**config.mk**
```make
export PLATFORM = sky130hd
export DESIGN_NAME = distance_ascii_formatter
export DESIGN_NICKNAME = d
export VERILOG_FILES = /design/src/rtl/fmt_pkg.sv /design/src/rtl/bin2bcd_seq.sv /design/src/rtl/distance_ascii_formatter.sv
export SDC_FILE = /design/constraint.sdc
export NUM_CORES = 1
export LEC_CHECK = 0
export ABC_AREA = 0
export CAP_MARGIN = 25
export CORE_ASPECT_RATIO = 0.75
export CORE_UTILIZATION = 51
export CTS_CLUSTER_DIAMETER = 60
export CTS_CLUSTER_SIZE = 12
export DETAILED_ROUTE_END_ITERATION = 10
export HOLD_SLACK_MARGIN = 0.02
export PLACE_DENSITY_LB_ADDON = 0.08
export SLEW_MARGIN = 20
export SYNTH_ARGS = -nofsm -noshare
export SYNTH_HDL_FRONTEND = slang
export SYNTH_SLANG_ARGS = --single-unit
```
**constraint.sdc**
```tcl
create_clock -name hw_clk -period 3.1 [get_ports hw_clk]
set_clock_uncertainty 0.15 [all_clocks]
set_input_delay 0.775 -clock hw_clk [delete_from_list [all_inputs] [get_ports hw_clk]]
set_output_delay 0.775 -clock hw_clk [all_outputs]
set_load 0.03 [all_outputs]
```
**src/rtl/fmt_pkg.sv**
```systemverilog
// Shared constants, FSM state type and helpers for the distance ASCII formatter.
package fmt_pkg;

  localparam logic [7:0] ASCII_ZERO = 8'h30;
  localparam logic [7:0] ASCII_CR   = 8'h0D;
  localparam logic [7:0] ASCII_LF   = 8'h0A;

  typedef enum logic [2:0] {
    StIdle,
    StConvert,
    StEmitDigit,
    StEmitCr,
    StEmitLf
  } fmt_state_e;

  // Largest value representable with the given number of decimal digits.
  function automatic int unsigned max_decimal(input int unsigned digits);
    int unsigned r;
    r = 1;
    for (int unsigned i = 0; i < digits; i++) begin
      r = r * 10;
    end
    return r - 1;
  endfunction

endpackage

```
**src/rtl/bin2bcd_seq.sv**
```systemverilog
// Sequential double-dabble converter: one add-3/shift iteration per cycle,
// VALUE_W iterations per conversion, then a one-cycle done pulse.
module bin2bcd_seq #(
  parameter int unsigned VALUE_W = 16,
  parameter int unsigned DIGITS  = 3
) (
  input  logic                  hw_clk,
  input  logic                  rst,
  input  logic                  start,
  input  logic [VALUE_W-1:0]    value,
  output logic                  busy,
  output logic                  done,
  output logic [4*DIGITS-1:0]   bcd
);

  localparam int unsigned BcdW = 4 * DIGITS;
  localparam int unsigned CntW = $clog2(VALUE_W + 1);

  logic [VALUE_W-1:0] bin_q, bin_d;
  logic [BcdW-1:0]    bcd_q, bcd_d, bcd_adj;
  logic [CntW-1:0]    cnt_q, cnt_d;
  logic               busy_q, busy_d;
  logic               done_q, done_d;

  always_comb begin
    bcd_adj = bcd_q;
    for (int i = 0; i < int'(DIGITS); i++) begin
      if (bcd_q[4*i +: 4] >= 4'd5) begin
        bcd_adj[4*i +: 4] = bcd_q[4*i +: 4] + 4'd3;
      end
    end
  end

  always_comb begin
    bin_d  = bin_q;
    bcd_d  = bcd_q;
    cnt_d  = cnt_q;
    busy_d = busy_q;
    done_d = 1'b0;
    if (start) begin
      bin_d  = value;
      bcd_d  = '0;
      cnt_d  = '0;
      busy_d = 1'b1;
    end else if (busy_q) begin
      bcd_d = {bcd_adj[BcdW-2:0], bin_q[VALUE_W-1]};
      bin_d = bin_q << 1;
      cnt_d = cnt_q + CntW'(1);
      if (cnt_q == CntW'(VALUE_W - 1)) begin
        busy_d = 1'b0;
        done_d = 1'b1;
      end
    end
  end

  always_ff @(posedge hw_clk or posedge rst) begin
    if (rst) begin
      bin_q  <= '0;
      bcd_q  <= '0;
      cnt_q  <= '0;
      busy_q <= 1'b0;
      done_q <= 1'b0;
    end else begin
      bin_q  <= bin_d;
      bcd_q  <= bcd_d;
      cnt_q  <= cnt_d;
      busy_q <= busy_d;
      done_q <= done_d;
    end
  end

  assign busy = busy_q;
  assign done = done_q;
  assign bcd  = bcd_q;

endmodule

```
**src/rtl/distance_ascii_formatter.sv**
```systemverilog
// Turns one binary distance sample into a fixed-width decimal ASCII frame
// (digits, optional CR, LF) streamed byte by byte over valid/ready.
module distance_ascii_formatter
  import fmt_pkg::*;
#(
  parameter int unsigned VALUE_W   = 16,
  parameter int unsigned DIGITS    = 3,
  parameter int unsigned APPEND_CR = 0
) (
  input  logic               hw_clk,
  input  logic               rst,
  input  logic               in_valid,
  output logic               in_ready,
  input  logic [VALUE_W-1:0] in_value,
  output logic               out_valid,
  input  logic               out_ready,
  output logic [7:0]         out_data,
  output logic               overflow,
  output logic               frame_done
);

  localparam int unsigned BcdW   = 4 * DIGITS;
  localparam int unsigned IdxW   = $clog2(DIGITS + 1);
  localparam int unsigned ExtW   = (VALUE_W > 32) ? VALUE_W : 32;
  localparam int unsigned MaxDec = max_decimal(DIGITS);

  fmt_state_e         state_q, state_d;
  logic               ovf_q, ovf_d;
  logic               fd_q, fd_d;
  logic [BcdW-1:0]    digits_q, digits_d;
  logic [IdxW-1:0]    idx_q, idx_d;

  logic               over_range;
  logic [VALUE_W-1:0] clamped;
  logic               accept;
  logic               conv_busy;
  logic               conv_done;
  logic [BcdW-1:0]    conv_bcd;

  assign over_range = ExtW'(in_value) > ExtW'(MaxDec);
  assign clamped    = over_range ? VALUE_W'(MaxDec) : in_value;
  assign accept     = (state_q == StIdle) && in_valid;

  bin2bcd_seq #(
    .VALUE_W (VALUE_W),
    .DIGITS  (DIGITS)
  ) u_bin2bcd (
    .hw_clk (hw_clk),
    .rst    (rst),
    .start  (accept),
    .value  (clamped),
    .busy   (conv_busy),
    .done   (conv_done),
    .bcd    (conv_bcd)
  );

  always_comb begin
    state_d   = state_q;
    ovf_d     = ovf_q;
    fd_d      = 1'b0;
    digits_d  = digits_q;
    idx_d     = idx_q;
    in_ready  = 1'b0;
    out_valid = 1'b0;
    out_data  = 8'h00;
    unique case (state_q)
      StIdle: begin
        in_ready = 1'b1;
        if (in_valid) begin
          ovf_d   = over_range;
          state_d = StConvert;
        end
      end
      StConvert: begin
        if (conv_done && !conv_busy) begin
          digits_d = conv_bcd;
          idx_d    = '0;
          state_d  = StEmitDigit;
        end
      end
      StEmitDigit: begin
        out_valid = 1'b1;
        out_data  = ASCII_ZERO + {4'h0, digits_q[BcdW-1 -: 4]};
        if (out_ready) begin
          // Shift the next digit into the MSB nibble for the following byte.
          digits_d = digits_q << 4;
          idx_d    = idx_q + IdxW'(1);
          if (idx_q == IdxW'(DIGITS - 1)) begin
            state_d = (APPEND_CR != 0) ? StEmitCr : StEmitLf;
          end
        end
      end
      StEmitCr: begin
        out_valid = 1'b1;
        out_data  = ASCII_CR;
        if (out_ready) begin
          state_d = StEmitLf;
        end
      end
      StEmitLf: begin
        out_valid = 1'b1;
        out_data  = ASCII_LF;
        if (out_ready) begin
          state_d = StIdle;
          fd_d    = 1'b1;
        end
      end
      default: state_d = StIdle;
    endcase
  end

  always_ff @(posedge hw_clk or posedge rst) begin
    if (rst) begin
      state_q  <= StIdle;
      ovf_q    <= 1'b0;
      fd_q     <= 1'b0;
      digits_q <= '0;
      idx_q    <= '0;
    end else begin
      state_q  <= state_d;
      ovf_q    <= ovf_d;
      fd_q     <= fd_d;
      digits_q <= digits_d;
      idx_q    <= idx_d;
    end
  end

  assign overflow   = ovf_q;
  assign frame_done = fd_q;

endmodule

```
**Word-level counts from Yosys, hierarchy flattened**

Cells that the tools add are included.

- Flip-flop bits (word level): 54
- Output and inout port bits: 12
- Input bits: 20
- Logic and storage cells: 76

- Add/subtract/negate cells: 6
- Mux-type cells: 34
- Reductions and logical operators: 10
- Eq/ne operators: 12
- $lt $le $gt $ge: 4

Operator list:

| kind | count |
|---|---|
| 12-bit two-way mux | 4 |
| 16-bit two-way mux | 3 |
| 12-bit case mux with 2 select lines | 1 |
| 3-bit two-way mux | 7 |
| 7-bit case mux with 3 select lines | 1 |
| 16-bit by 10-bit greater-than comparator with 1-bit output, second input constant | 1 |
| 3-bit case mux with 5 select lines | 1 |
| 4-bit by 3-bit >= comparator with 1-bit output, second input constant | 3 |
| 2-bit != test, second input constant | 6 |
| 1-bit two-way mux | 10 |
| 5-bit two-way mux | 2 |
| 4-bit by 2-bit adder with 4-bit output, second input constant | 2 |
| 4-bit two-way mux | 2 |
| 6-bit by 4-bit adder with 7-bit output, first input constant | 1 |
| 3-bit by 2-bit == test with 1-bit output, second input constant | 2 |
| 6-bit AND reduction | 1 |
| 5-bit by 1-bit adder with 5-bit output, second input constant | 1 |
| 5-bit by 4-bit == test with 1-bit output, second input constant | 1 |
| 2-bit two-way mux | 2 |
| 2-bit case mux with 2 select lines | 1 |
| 2-bit nonzero test | 2 |
| 3-bit by 2-bit adder with 3-bit output, second input constant | 1 |
| 3-bit by 1-bit == test with 1-bit output, second input constant | 1 |
| 3-bit == test, second input constant | 1 |
| other kinds (8) | 9 |

**Depth between registers and ports, before layout**

- Depth in word-level cells: 4
- Mapped depth: 7
- Gate-level depth less buffers: 6

**Modules after synthesis**

Synthesis repeated with hierarchy kept, for this count alone.

- Cell total of the unflattened synthesis: 284
- Area total of the unflattened synthesis: 2899.0 um^2

By module, submodules not included:

| module | area each (um^2) | instances | sequential area each (um^2) | cells each |
|---|---|---|---|---|
| bin2bcd_seq | 1816.7 | 1 | 875.8 | 183 |
| distance_ascii_formatter | 1082.3 | 1 | 475.5 | 101 |

**Worst setup path after synthesis**

OpenSTA, ideal clock, no wires.

- Kind: register -> output
- Start point: register state_q[2]
- End point: output out_data[3]
- Arrival time: 1.354 ns
- Cell stages (with the launch flop): 4
- Data required time: 2.175 ns
- Buffers on the path: 1
- Setup slack: 0.821 ns
- Path through: dfrtp_1 buf_4 nand2b_4 o21ai_0

- Cells in the longest elaborated chain, start to end: 2
- Elaborated cells on any way between the ends: 4
- Those cells by class: eq/ne (3); mux (1)

RTL lines:

| element | line | text |
|---|---|---|
| from (decl) | distance_ascii_formatter.sv:27 | `fmt_state_e state_q, state_d;` |
| from (signal assigned) | distance_ascii_formatter.sv:114 | `state_q <= StIdle;` |
| from (signal assigned) | distance_ascii_formatter.sv:120 | `state_q <= state_d;` |
| 3-bit == test or 3-bit by 2-bit == test with 1-bit output (tied branches) | distance_ascii_formatter.sv:66 | `unique case (state_q)` |
| 7-bit case mux with 3 select lines * | distance_ascii_formatter.sv:66 |  |
| to (decl) | distance_ascii_formatter.sv:17 | `output logic [7:0] out_data,` |

Mark *: on every way between the ends. The rest lies on a longest branch, timed or not.

**Worst setup path after layout**

- Start point: register state_q[1]
- End point: output out_data[5]

The elaborated chain is that of the path after synthesis.

==> impl_results.html <==
<table>
<tr><th>Metric</th><th>Value</th></tr>
<tr><th colspan="2">Finish</th></tr>
<tr><td>Net count of the finished layout</td><td>344</td></tr>
<tr><td>Antenna fix cells</td><td>0</td></tr>
<tr><td>Total of fill cells in the finished design</td><td>489</td></tr>
<tr><td>Growth of design area from synthesis to finish</td><td>14.8%</td></tr>
<tr><td>Footprint of the multi-input gates</td><td>0.00130 mm²</td></tr>
<tr><td>Final core utilization</td><td>0.607</td></tr>
<tr><td>Storage cell area</td><td>0.00135 mm²</td></tr>
<tr><td>Share of cells above drive strength 1</td><td>0.0918</td></tr>
<tr><th colspan="2">Clock tree</th></tr>
<tr><td>Setup fix buffers added after clock tree synthesis</td><td>0</td></tr>
<tr><td>Number of instances resized during post-cts repair</td><td>0</td></tr>
<tr><td>Number of clock sinks seen by CTS</td><td>54</td></tr>
<tr><td>Count of hold-fix buffers inserted at cts</td><td>0</td></tr>
<tr><td>Clock Pin Slew Worst Setup and Hold Paths</td><td>0.10 ns</td></tr>
<tr><td>Master cell of the clock root buffer</td><td>sky130_fd_sc_hd__clkbuf_8</td></tr>
<tr><td>Max Root-Sink Buffers</td><td>2</td></tr>
<tr><td>CTS tree</td><td>built</td></tr>
<tr><td>Later-pin clock latency in the skew report</td><td>0.31 ns</td></tr>
<tr><td>Number of H-tree branching levels</td><td>2</td></tr>
<tr><td>Number of CTS-inserted buffers</td><td>5</td></tr>
<tr><th colspan="2">Global route</th></tr>
<tr><td>Antenna violations before repair</td><td>0</td></tr>
<tr><td>Via count of the first global-routing pass</td><td>1812</td></tr>
<tr><td>Global route total overflow</td><td>0</td></tr>
<tr><td>Overall track demand over capacity in global routing</td><td>0.203</td></tr>
<tr><td>Pin count of the biggest net entering global routing</td><td>55</td></tr>
<tr><td>Global-route wire length before repair</td><td>8960 µm</td></tr>
<tr><th colspan="2">Timing</th></tr>
<tr><td>Final critical delay including setup and external delays</td><td>2.96 ns</td></tr>
<tr><td>Final cycle utilization of the critical path</td><td>0.953</td></tr>
<tr><td>Number of max-slew violations in the final report</td><td>0</td></tr>
<tr><td>RSZ-0062 raised after global routing</td><td>false</td></tr>
<tr><td>Relative max-transition margin</td><td>0.531</td></tr>
<tr><td>Hold Violations, Final</td><td>0</td></tr>
<tr><td>Final-layout setup total negative slack</td><td>0 ns</td></tr>
<tr><td>Transition time at the pin with the least slew margin</td><td>0.704 ns</td></tr>
<tr><td>Peak Freq</td><td>0.338 GHz</td></tr>
<tr><td>Final setup vio count</td><td>0</td></tr>
<tr><th colspan="2">Detailed routing</th></tr>
<tr><td>Antenna Violating Nets Remaining</td><td>0</td></tr>
<tr><td>Pre-Repair DR Iteration Count</td><td>4</td></tr>
<tr><td>Total number of vias</td><td>2043</td></tr>
<tr><td>Remaining design rule violation count</td><td>0</td></tr>
<tr><td>Via-to-Cell Ratio</td><td>5.23</td></tr>
<tr><td>Wire length per cell</td><td>13.3 µm</td></tr>
<tr><td>Number of design-rule violations left by the first detailed-router iteration</td><td>95</td></tr>
<tr><td>Final wirelength</td><td>5180 µm</td></tr>
<tr><th colspan="2">Critical path</th></tr>
<tr><td>Worst path required time</td><td>2.17 ns</td></tr>
<tr><td>Nature of the critical path startpoint</td><td>flip-flop</td></tr>
<tr><td>Number of buffer and inverter stages on the critical path</td><td>2</td></tr>
<tr><td>CP Data Arrival Time</td><td>2.03 ns</td></tr>
<tr><td>Maximum fanout count along the critical path</td><td>10</td></tr>
<tr><td>Slowest-stage cell, CP</td><td>sky130_fd_sc_hd__clkdlybuf4s50_1</td></tr>
<tr><td>Endpoint class of the critical path</td><td>output port</td></tr>
<tr><td>Critical-path cell list</td><td>nand2b_4, or2_1, inv_2, clkdlybuf4s50_1</td></tr>
<tr><td>Type of the worst setup path</td><td>flip-flop to output port</td></tr>
<tr><td>Largest stage delay, worst path</td><td>0.66 ns</td></tr>
<tr><td>Gate family responsible for the most delay along the worst path</td><td>buffers and inverters</td></tr>
<tr><th colspan="2">Pwr</th></tr>
<tr><td>Power density normalized to cell area</td><td>848 mW/mm²</td></tr>
<tr><td>Leakage Power</td><td>0.00150 µW</td></tr>
<tr><td>Maximum vdd ir drop</td><td>0.000543 V</td></tr>
<tr><th colspan="2">Synthesis</th></tr>
<tr><td>Sequential cell area fraction in the yosys report</td><td>0.480</td></tr>
<tr><td>Synthesized area per cell</td><td>9.61 µm²</td></tr>
<tr><td>Number of synthesized flops with an enable pin</td><td>0</td></tr>
<tr><td>Top cells by area in the synthesized netlist</td><td>sky130_fd_sc_hd__dfrtp_1 48%, sky130_fd_sc_hd__mux2i_1 7.5%, sky130_fd_sc_hd__nand2_1 5.7%</td></tr>
<tr><td>Main flop type after synthesis</td><td>sky130_fd_sc_hd__dfrtp_1</td></tr>
<tr><td>Syn. warnings</td><td>0</td></tr>
<tr><td>Library cell with the highest instance count after synthesis</td><td>sky130_fd_sc_hd__dfrtp_1</td></tr>
<tr><td>Netlist cell types</td><td>46</td></tr>
<tr><td>Top-area cell type share of the netlist area</td><td>0.480</td></tr>
<tr><td>Synth Cell Area</td><td>0.00282 mm²</td></tr>
<tr><td>Yosys top cell by area</td><td>sky130_fd_sc_hd__dfrtp_1</td></tr>
<tr><td>Async SR Flop Fraction</td><td>1.00</td></tr>
<tr><td>Syn Inst Count</td><td>293</td></tr>
<tr><td>Top cells by instance count after synthesis</td><td>54 x sky130_fd_sc_hd__dfrtp_1, 43 x sky130_fd_sc_hd__nand2_1, 32 x sky130_fd_sc_hd__nor2_1</td></tr>
<tr><td>Flops &amp; latches, synth</td><td>54</td></tr>
<tr><th colspan="2">Floorplan</th></tr>
<tr><td>Die outline height</td><td>66.3 µm</td></tr>
<tr><td>Count of standard-cell rows</td><td>23</td></tr>
<tr><td>Die width</td><td>87.8 µm</td></tr>
<tr><td>Effective utilization at floorplan</td><td>0.529</td></tr>
<tr><td>Top-level I/O count</td><td>32</td></tr>
<tr><td>Floorplan die area</td><td>0.00582 mm²</td></tr>
<tr><td>Area of the core region</td><td>0.00532 mm²</td></tr>
<tr><th colspan="2">Min path</th></tr>
<tr><td>Worst min-delay path class</td><td>flip-flop to flip-flop</td></tr>
<tr><th colspan="2">Place</th></tr>
<tr><td>Placer congestion estimate</td><td>0.742</td></tr>
<tr><td>Count of buffers from port buffering</td><td>29</td></tr>
<tr><td>Placed wire-length estimate after detailed placement</td><td>3530 µm</td></tr>
<tr><th colspan="2">Status</th></tr>
<tr><td>Run status</td><td>completed</td></tr>
<tr><th colspan="2">Job</th></tr>
<tr><td>Max-cap violations</td><td>0</td></tr>
</table>
-- worst reg2reg max path: stages, from the launching register on --
cell and delay [ns]:
sky130_fd_sc_hd__dfrtp_1 0.81, sky130_fd_sc_hd__inv_1 0.39, sky130_fd_sc_hd__or4_4 0.62, sky130_fd_sc_hd__o211ai_2 0.08
-- worst paths after layout --
path | start | end | slack (ns) | cells past startpoint
worst max-delay path | state_q[1] | out_data[5] | 0.14 | 4
worst min-delay path | digits_q[2] | digits_q[2] | 0.33 | 2
worst max register to register | u_bin2bcd.busy | u_bin2bcd.bcd[6] | 0.99 | 3
worst min register to register | digits_q[2] | digits_q[2] | 0.33 | 2
max in group asynchronous | rst | u_bin2bcd.bcd[0] | 1.88 | 3
min in group asynchronous | rst | u_bin2bcd.done | 0.67 | 3
-- cell type report --
| cell class | count | share of cell area |
|---|---|---|
| inverters | 12 | 0.0139 |
| repair buffers | 35 | 0.108 |
| flip-flops and latches | 54 | 0.418 |
| clock buffers | 6 | 0.0256 |
| well taps | 75 | 0.0290 |
| multi-input cells | 207 | 0.402 |
| clock inverters | 2 | 0.00387 |
-- report_power, final --
group	switching (µW)	internal [µW]
combinational	551	523
sequential	254	1000
clock	229	180
total	1030	1710
-- routing by layer --
metal	track usage	wire length, µm	vias up
met2	0.285	2130	34
li1	-	-	1051
met3	0.0462	189	6
met5	0	0	-
met1	0.306	2800	952
met4	0.0676	57	0
-- kinds of logic (layout without fill, tap and decap cells) --
family	Yosys count	after routing	synth area share
adders and majority gates	9	9	0.0400
buffers and inverters	33	55	0.0604
muxes	21	21	0.0747
DFF	54	54	0.480
AOI/OAI and AO/OA	60	60	0.134
xor gates and xnor gates	3	3	0.00934
and+or+nand+nor	112	112	0.200
other	1	2	0.00133
-- metrics by stage --
| step | hold slack, ns | power [µW] | cells | worst slack (ns) | area, µm² |
|---|---|---|---|---|---|
| after floorplan | 0.294 | 2110 | 294 | 0.821 | 2820 |
| after global placement | 0.310 | 2330 | 383 | 0.498 | 3140 |
| after detailed placement | 0.317 | 2360 | 383 | 0.493 | 3140 |
| after CTS | 0.339 | 2770 | 391 | 0.139 | 3230 |
| after global routing | 0.378 | 2980 | 391 | 0.0224 | 3230 |
| final | 0.333 | 2740 | 391 | 0.145 | 3230 |
-- layout by cell type (no fill, tap or decap), types with 2 or more instances in the layout --
cell type	count
sky130_fd_sc_hd__or4_4	2
sky130_fd_sc_hd__mux2i_1	21
sky130_fd_sc_hd__a31o_2	2
sky130_fd_sc_hd__ha_1	9
sky130_fd_sc_hd__clkdlybuf4s50_1	29
sky130_fd_sc_hd__buf_4	5
sky130_fd_sc_hd__nand2b_1	3
sky130_fd_sc_hd__inv_2	2
sky130_fd_sc_hd__a21oi_1	20
sky130_fd_sc_hd__and3_1	3
sky130_fd_sc_hd__nand3_1	3
sky130_fd_sc_hd__xor2_1	2
sky130_fd_sc_hd__a22oi_1	2
sky130_fd_sc_hd__nor2_1	32
sky130_fd_sc_hd__nor4_1	3
sky130_fd_sc_hd__o21ai_0	13
sky130_fd_sc_hd__a31oi_1	8
sky130_fd_sc_hd__nor3_1	7
sky130_fd_sc_hd__o211ai_2	2
sky130_fd_sc_hd__nand4_1	5
sky130_fd_sc_hd__conb_1	2
sky130_fd_sc_hd__nand2_1	43
sky130_fd_sc_hd__clkbuf_8	6
sky130_fd_sc_hd__inv_1	10
sky130_fd_sc_hd__dfrtp_1	54
sky130_fd_sc_hd__a211oi_1	3
sky130_fd_sc_hd__o31ai_1	4
-- registers in the layout, indices dropped and copies added, names as in the netlist --
| signal | count |
|---|---|
| u_bin2bcd.bin_q | 16 |
| digits_q | 12 |
| u_bin2bcd.bcd | 12 |
| u_bin2bcd.cnt_q | 5 |
| state_q | 3 |
| idx_q | 2 |
| frame_done | 1 |
| overflow | 1 |
| u_bin2bcd.busy | 1 |
| u_bin2bcd.done | 1 |
Note: power is estimated with default switching activity, not from simulation.
